`src/rtl/isp_pkg.sv`:
```
// Shared fixed-point helpers for the ISP pixel-processing blocks.
package isp_pkg;

  localparam int NUM_CH = 3;

  // Gain value representing exactly 1.0 for a given number of fraction bits.
  function automatic logic [31:0] unity_gain(input int unsigned gfw);
    return 32'd1 << gfw;
  endfunction

  // Half an LSB of the fractional part, used for round-half-up.
  function automatic logic [31:0] round_const(input int unsigned gfw);
    return (gfw == 0) ? 32'd0 : (32'd1 << (gfw - 1));
  endfunction

endpackage

```
`src/rtl/isp_wb_chan.sv`:
```
// One colour channel of the white-balance gain: multiply in stage 1,
// round half-up, saturate and flag clipping in stage 2.
module isp_wb_chan
  import isp_pkg::*;
#(
  parameter int DW  = 8,
  parameter int GIW = 4,
  parameter int GFW = 12
) (
  input  logic               clk,
  input  logic               rst_n,
  input  logic [DW-1:0]      pix,
  input  logic [GIW+GFW-1:0] gain,
  input  logic               bypass,
  output logic [DW-1:0]      pix_out,
  output logic               clip
);

  localparam int GW = GIW + GFW;
  localparam int PW = DW + GW;
  localparam logic [PW:0] RND = (PW+1)'(round_const(GFW));

  logic [PW-1:0]   prod_q;
  logic [DW-1:0]   pix_q;
  logic            bypass_q;
  logic [PW-GFW:0] scaled;
  logic            over;

  always_ff @(posedge clk or negedge rst_n) begin
    if (!rst_n) begin
      prod_q   <= '0;
      pix_q    <= '0;
      bypass_q <= 1'b0;
    end else begin
      prod_q   <= PW'(pix) * PW'(gain);
      pix_q    <= pix;
      bypass_q <= bypass;
    end
  end

  // The extra top bit keeps the rounding add from wrapping at maximum gain.
  assign scaled = (PW-GFW+1)'(({1'b0, prod_q} + RND) >> GFW);
  assign over   = |scaled[PW-GFW:DW];

  always_ff @(posedge clk or negedge rst_n) begin
    if (!rst_n) begin
      pix_out <= '0;
      clip    <= 1'b0;
    end else if (bypass_q) begin
      pix_out <= pix_q;
      clip    <= 1'b0;
    end else begin
      pix_out <= over ? {DW{1'b1}} : scaled[DW-1:0];
      clip    <= over;
    end
  end

endmodule

```
`src/rtl/isp_wb_gain.sv`:
```
// White-balance gain stage: per-channel fixed-point gain with frame-synchronous
// gain updates and per-frame clip statistics.
module isp_wb_gain
  import isp_pkg::*;
#(
  parameter int DW  = 8,
  parameter int GIW = 4,
  parameter int GFW = 12,
  parameter int CW  = 22
) (
  input  logic                       clk,
  input  logic                       rst_n,
  input  logic [3*DW-1:0]            per_img_data,
  input  logic                       per_img_clken,
  input  logic                       in_href,
  input  logic                       in_vsync,
  input  logic [GIW+GFW-1:0]         gain_r,
  input  logic [GIW+GFW-1:0]         gain_g,
  input  logic [GIW+GFW-1:0]         gain_b,
  input  logic                       gain_upd,
  input  logic                       bypass,
  output logic [3*DW-1:0]            post_img_data,
  output logic                       post_img_clken,
  output logic                       out_href,
  output logic                       out_vsync,
  output logic [CW-1:0]              clip_cnt_r,
  output logic [CW-1:0]              clip_cnt_g,
  output logic [CW-1:0]              clip_cnt_b,
  output logic [3*(GIW+GFW)-1:0]     gain_active
);

  localparam int GW = GIW + GFW;
  localparam logic [GW-1:0] UNITY   = GW'(unity_gain(GFW));
  localparam logic [CW-1:0] CNT_MAX = '1;

  logic [GW-1:0]     gain_in    [NUM_CH];
  logic [GW-1:0]     gain_stage [NUM_CH];
  logic [GW-1:0]     gain_act   [NUM_CH];
  logic              gain_pending;
  logic              vsync_prev;
  logic              vs_rise;
  logic              count_armed;
  logic [1:0]        clken_d;
  logic [1:0]        href_d;
  logic [1:0]        vsync_d;
  logic [DW-1:0]     chan_out   [NUM_CH];
  logic [NUM_CH-1:0] chan_clip;
  logic [NUM_CH-1:0] clip_hit;
  logic [CW-1:0]     run_cnt    [NUM_CH];
  logic [CW-1:0]     frame_cnt  [NUM_CH];

  assign gain_in[0] = gain_r;
  assign gain_in[1] = gain_g;
  assign gain_in[2] = gain_b;

  assign vs_rise = in_vsync & ~vsync_prev;

  // Shadow gains: staged anytime, promoted to active only at a frame boundary.
  always_ff @(posedge clk or negedge rst_n) begin
    if (!rst_n) begin
      vsync_prev   <= 1'b0;
      gain_pending <= 1'b0;
      for (int c = 0; c < NUM_CH; c++) begin
        gain_stage[c] <= UNITY;
        gain_act[c]   <= UNITY;
      end
    end else begin
      vsync_prev <= in_vsync;
      for (int c = 0; c < NUM_CH; c++) begin
        if (gain_upd) gain_stage[c] <= gain_in[c];
        if (vs_rise) begin
          if (gain_upd)          gain_act[c] <= gain_in[c];
          else if (gain_pending) gain_act[c] <= gain_stage[c];
        end
      end
      if (vs_rise)       gain_pending <= 1'b0;
      else if (gain_upd) gain_pending <= 1'b1;
    end
  end

  always_ff @(posedge clk or negedge rst_n) begin
    if (!rst_n) begin
      clken_d <= '0;
      href_d  <= '0;
      vsync_d <= '0;
    end else begin
      clken_d <= {clken_d[0], per_img_clken};
      href_d  <= {href_d[0], in_href};
      vsync_d <= {vsync_d[0], in_vsync};
    end
  end

  for (genvar c = 0; c < NUM_CH; c++) begin : g_chan
    isp_wb_chan #(
      .DW  (DW),
      .GIW (GIW),
      .GFW (GFW)
    ) u_chan (
      .clk     (clk),
      .rst_n   (rst_n),
      .pix     (per_img_data[(NUM_CH-1-c)*DW +: DW]),
      .gain    (gain_act[c]),
      .bypass  (bypass),
      .pix_out (chan_out[c]),
      .clip    (chan_clip[c])
    );
  end

  assign clip_hit = chan_clip & {NUM_CH{clken_d[1]}};

  // Counting stays disarmed after reset until the first frame boundary, so a
  // partial frame never contributes to the statistics.
  always_ff @(posedge clk or negedge rst_n) begin
    if (!rst_n) begin
      count_armed <= 1'b0;
      for (int c = 0; c < NUM_CH; c++) begin
        run_cnt[c]   <= '0;
        frame_cnt[c] <= '0;
      end
    end else begin
      if (vs_rise) count_armed <= 1'b1;
      for (int c = 0; c < NUM_CH; c++) begin
        if (vs_rise) begin
          frame_cnt[c] <= run_cnt[c];
          run_cnt[c]   <= CW'(clip_hit[c]);
        end else if (count_armed && clip_hit[c] && (run_cnt[c] != CNT_MAX)) begin
          run_cnt[c] <= run_cnt[c] + CW'(1);
        end
      end
    end
  end

  assign post_img_data  = {chan_out[0], chan_out[1], chan_out[2]};
  assign post_img_clken = clken_d[1];
  assign out_href       = href_d[1];
  assign out_vsync      = vsync_d[1];
  assign clip_cnt_r     = frame_cnt[0];
  assign clip_cnt_g     = frame_cnt[1];
  assign clip_cnt_b     = frame_cnt[2];
  assign gain_active    = {gain_act[0], gain_act[1], gain_act[2]};

endmodule

```
`config.mk`:
```
export PLATFORM = sky130hd
export DESIGN_NAME = isp_wb_gain
export DESIGN_NICKNAME = d
export VERILOG_FILES = /design/src/rtl/isp_pkg.sv /design/src/rtl/isp_wb_chan.sv /design/src/rtl/isp_wb_gain.sv
export SDC_FILE = /design/constraint.sdc
export NUM_CORES = 1
export LEC_CHECK = 0
export CORE_MARGIN = 3
export CORE_UTILIZATION = 55
export DETAILED_ROUTE_END_ITERATION = 16
export PLACE_DENSITY = 0.77
export SLEW_MARGIN = 30
export SYNTH_ARGS = -nofsm -noshare
export SYNTH_HDL_FRONTEND = slang
export SYNTH_SLANG_ARGS = --single-unit
```
`constraint.sdc`:
```
create_clock -name clk -period 5.65 [get_ports clk]
set_clock_uncertainty 0.1 [all_clocks]
set_input_delay 1.695 -clock clk [delete_from_list [all_inputs] [get_ports clk]]
set_output_delay 1.695 -clock clk [all_outputs]
set_load 0.01 [all_outputs]
```
=== Word-level counts from Yosys, hierarchy flattened ===
Cells that the tools add are included.
W data, S select, Z words.

* Bits of input ports: 79
* Register bits after elaboration: 361

* Add/sub/neg operators: 6
* Multipliers: 3
* Equality and inequality tests: 3
* Reductions and logical operators: 15
* Bitwise logic cells: 3
* Mux-type cells: 23

{| class="wikitable"
|+ Operators by type and width
! operator !! count
|-
| $mux W22 || 6
|-
| $mux W16 || 6
|-
| $add A24 B12 Y25 const B || 3
|-
| $mul A8 B16 Y24 || 3
|-
| $add A22 B1 Y22 const B || 3
|-
| $ne A22 B22 Y1 const B || 3
|-
| $mux W8 || 6
|-
| $reduce_or A5 Y1 || 3
|-
| $reduce_bool A2 Y1 || 5
|-
| $logic_and A1 B1 Y1 || 6
|-
| $mux W1 || 5
|-
| $and A3 B3 Y3 || 1
|-
| $reduce_and A2 Y1 || 1
|-
| $and A1 B1 Y1 || 1
|-
| $not A1 Y1 || 1
|}

=== Logic depth before layout (Yosys ltp) ===
* Depth in word-level cells: 5
* Depth in mapped cells: 18
* Mapped depth without buffers: 17

=== Modules after synthesis ===
Synthesis repeated with hierarchy kept, for this count alone.

* Cell total of the unflattened synthesis: 2437
* Area, all modules: 24831.3 um^2

{| class="wikitable"
|+ Modules (own cells, without submodules)
! module !! instances !! area each (um^2) !! cells each !! seq. area each (um^2)
|-
| isp_wb_gain || 1 || 9947.0 || 890 || 5913.2
|-
| isp_wb_chan (g_chan[2].u_chan) || 1 || 5039.8 || 526 || 775.7
|-
| isp_wb_chan (g_chan[1].u_chan) || 1 || 4924.7 || 507 || 775.7
|-
| isp_wb_chan (g_chan[0].u_chan) || 1 || 4919.7 || 514 || 775.7
|}

=== Worst setup path before layout ===
No wires, ideal clock.

* Kind: in2reg
* From: input port per_img_data[18]
* To: register g_chan[0].u_chan.prod_q[22]
* Arrival: 5.952 ns
* Stages on the path: 16
* Slack: -0.517 ns
* Path buffers: 1
* Setup time: 0.116 ns
* Required time: 5.434 ns
* Cells stage by stage: clkbuf_1 > and2_1 > fa_1 > fa_1 > fa_1 > inv_1 > fa_1 > inv_1 > ha_1 > and2_1 > a221o_1 > o21ai_1 > o211ai_1 > o31a_1 > or4b_1 > o311ai_0

* Cells in the longest elaborated chain, start to end: 1

{| class="wikitable"
|+ Ends and longest elaborated chain
! what !! line !! RTL
|-
| start, declared || isp_wb_gain.sv:13 || <nowiki>input logic [3*DW-1:0] per_img_data,</nowiki>
|-
| $mul A8 B16 Y24 || isp_wb_chan.sv:35 || <nowiki>prod_q <= PW'(pix) * PW'(gain);</nowiki>
|-
| end signal, assigned || isp_wb_chan.sv:35 ||
|-
| end, declared || isp_wb_chan.sv:23 || <nowiki>logic [PW-1:0] prod_q;</nowiki>
|}

Every way passes these cells.
A chain may end at the register's enable or synchronous reset.

=== Worst setup path after layout ===
* From: input port per_img_data[20]
* To: register g_chan[0].u_chan.prod_q[22]

The elaborated chain is that of the path after synthesis.

==> impl_metrics.csv <==
group,metric,value,unit
grt,grt_pass1_vias,19400,
synth,synthCells,2342,
clock_tree,cts_max_level,2,
critical_path,worstPathArrival,5940,ps
drt,finalWirelength,55900,um
placement,port_buffers,219,
timing,rsz0062_at_grt,"true",
synth,synth_common_cells,"dfrtp_1, and2_1, inv_1, nand2_1, fa_1",
placement,dp_hpwl,40500,um
clock_tree,cts.clk_slew.worst_paths,60,ps
floorplan,start_util,56.3,%
synth,synth_top_area_cell,"dfrtp_1",
critical_path,endpoint_kind,"flop",
timing,holdWs,256,ps
grt,grt_pass1_wl,95500,um
synth,synth_edf_count,0,
critical_path,cp-start-kind,"input port",
critical_path,crit_slowest_cell,"fa_1",
drt,drt_iter0_drc,1067,
floorplan,core_area,0.0424,mm2
run_status,outcome,"complete, no violations",
drt,drtPass1Iterations,5,
critical_path,path_common_cell,"fa_1",
synth,synth_most_common_cell,"dfrtp_1",
synth,synthFlopType,"dfrtp_1",
floorplan,die-height,214,um
drt,vias,17500,
synth,async_flop_share,100,%
clock_tree,clock_latency,550,ps
floorplan,rows,75,
power_and_ir_drop,finalPower,18.7,mW
finish,nNetsFinal,3139,
critical_path,path_cells,"buf_8, buf_4, buf_4, nand2_4, fa_1, fa_1, inv_2, fa_1, fa_1, ha_4, a21o_1, and3_4, o21ai_2, o211ai_1, o31a_1, or4b_4, o311ai_4",
finish,final_area,0.0295,mm2
critical_path,worst-endpoint-required,6000,ps
floorplan,fp.dieW,214,um
placement,placed_area,0.0277,mm2
synth,syn_area,0.0239,mm2
timing,max_freq,179,MHz
timing,hold_viol_final,0,
synth,yosysTopAreaCellShare,33.6,%
run,maxCapViolations,0,
timing,setup-violations-final,0,
clock_tree,clock_path_buffers,3,
synth,synth-seq-area-share,34.3,%
clock_tree,cts_hold_buf,0,
clock_tree,cts_tree,"built",
synth,synthTopCellsByArea,"dfrtp_1, fa_1, and2_1",
synth,postSynthAreaPerCell,10.2,um2
finish,drive_above_1_share,15.7,%
critical_path,reg2reg_slack,680,ps
finish,n_antenna_cell,0,
placement,gp_congestion,0.859,
clock_tree,cts_sinks,327,
grt,antenna_found_initial,1,
critical_path,slowest_delay,570,ps
synth,ys_ff_latch,327,
grt,grt_max_degree,116,
floorplan,dieArea,0.0460,mm2
timing,worstMarginPinSlew,788,ps
synth,yosysUniqueCellTypes,64,
grt,grt-ovfl-total,0,
clock_tree,cts_buffers,37,
synth,ys_warn_count,0,
critical_path,worstPathMaxFanout,6,
drt,drc,0,
drt,vias_per_cell,5.34,
finish,area_growth,23.5,%
timing,final.min_clock_period,5590,ps
power_and_ir_drop,cellPowerDensity,633,mW/mm2
power_and_ir_drop,peakVddDrop,535,uV
drt,wl_per_cell,17.0,um
synth,syn-num-nets,2799,
power_and_ir_drop,leakage,14.2,nW
timing,slew_violations,0,
grt,grt_usage,25.0,%
timing,relSlewSlack,47.0,%
floorplan,ioPinCount,220,
critical_path,critPathKind,"in2reg",
drt,detail-route-antenna-nets,0,
clock_tree,root_buffer,"clkbuf_16",
timing,fin_crit_sh,98.9,%
hold_path,worstHoldPathType,"reg2reg",
[metal layers]
layer	vias up	global-route usage [%]	share of wire, %
met4	2	6.65	2.0
met3	92	4.39	5.4
met2	473	43.2	49
met1	8864	33.0	43
li1	8096	-	-
met5	-	0	0.023
[sequential cells by signal, summed over array words and instances (netlist names)]
| signal | cells |
|---|---|
| g_chan.u_chan.bypass_q | 1 |
| clken_d | 2 |
| clip_cnt_g | 22 |
| run_cnt | 66 |
| g_chan.u_chan.pix_q | 24 |
| gain_active | 48 |
| href_d | 2 |
| clip_cnt_r | 22 |
| g_chan.u_chan.prod_q | 39 |
| vsync_d | 2 |
| gain_pending | 1 |
| g_chan.u_chan.pix_out | 24 |
| gain_stage | 48 |
| clip_cnt_b | 22 |
| g_chan.u_chan.clip | 3 |
| count_armed | 1 |
[critical path: cells and delay by family]
kind / cells / cell delay [ps]
compound gates: 5 / 830
fa+ha+maj: 5 / 2230
buf+inv: 4 / 420
simple gates: 3 / 750
[where the power goes]
part           switching [mW]  total, mW  internal [mW]  leakage [nW]
Clock                   0.992       2.43           1.44         0.603
Sequential              0.463       3.31           2.85          4.08
Combinational            6.38       12.9           6.54          9.53
[cell type report]
cell class,count,area [um2]
Clock inverter,15,188
Multi-Input combinational cell,1641,14700
Timing Repair Buffer,366,3470
Clock buffer,49,1040
Inverter,309,1160
Sequential cell,327,8190
Tap cell,577,722
Fill cell,3146,12900
[cells in the final DEF, fill, tap and decap left out, types with 7 or more instances in the layout]
cell type	n
nor2_1	103
clkbuf_8	7
mux2_2	96
nand2_1	278
inv_1	301
a21o_1	17
fa_2	12
ha_4	10
and4_1	8
nor3_1	21
or3_1	14
a21oi_1	60
dfrtp_1	321
o21ai_2	7
and2_4	21
inv_2	8
and2_1	298
fa_1	237
and3_1	17
buf_12	9
nand3_1	43
buf_4	131
xnor2_1	51
o21ai_0	36
ha_1	118
clkbuf_16	40
nand4_1	20
nor2b_1	21
xor2_1	54
clkdlybuf4s50_1	198
[logic make-up (layout without fill, tap and decap cells)]
family          count (synthesis)  in the layout  synth area share (%)
flops                         327            327                  34.3
xor+xnor                      105            105                  3.85
mux                           100            100                  4.69
buf+inv                       374            739                  5.88
compound gates                187            187                  4.94
simple gates                  871            871                  18.8
fa+ha+maj                     378            378                  27.6
[per-stage QoR]
| stage | std cells | utilization [%] | setup slack (ps) | setup TNS, ps |
|---|---|---|---|---|
| 2_1_floorplan | 2342 | - | -325 | -415 |
| 3_3_place_gp | 3194 | 65.4 | -956 | -24280 |
| 3_5_place_dp | 3194 | 65.4 | -1040 | -27600 |
| 4_1_cts | 3276 | 68.8 | -113 | -113 |
| 5_1_grt | 3284 | 69.6 | -48.0 | -63.2 |
| 6_report | 3284 | 69.6 | 63.8 | 0 |
[final timing paths]
path,startpoint,to,depth (start not counted)
max,per_img_data[20],g_chan[0].u_chan.prod_q[22],17
min,href_d[0],href_d[1],0
max reg2reg,gain_active[35],g_chan[0].u_chan.prod_q[22],15
min reg2reg,href_d[0],href_d[1],0
max in group asynchronous,rst_n,gain_stage[12],3
min in group asynchronous,rst_n,run_cnt[63],1
[repair_timing]
action | in CTS | in global routing
pin swaps | 44 | 53
gates resized for setup | 71 | 67
endpoints found under the setup margin | 31 | 25
buffers inserted | 18 | 5
endpoints found under the hold margin | 0 | 0
gates cloned | 0 | 3
Note: power is estimated with default switching activity, not from simulation.
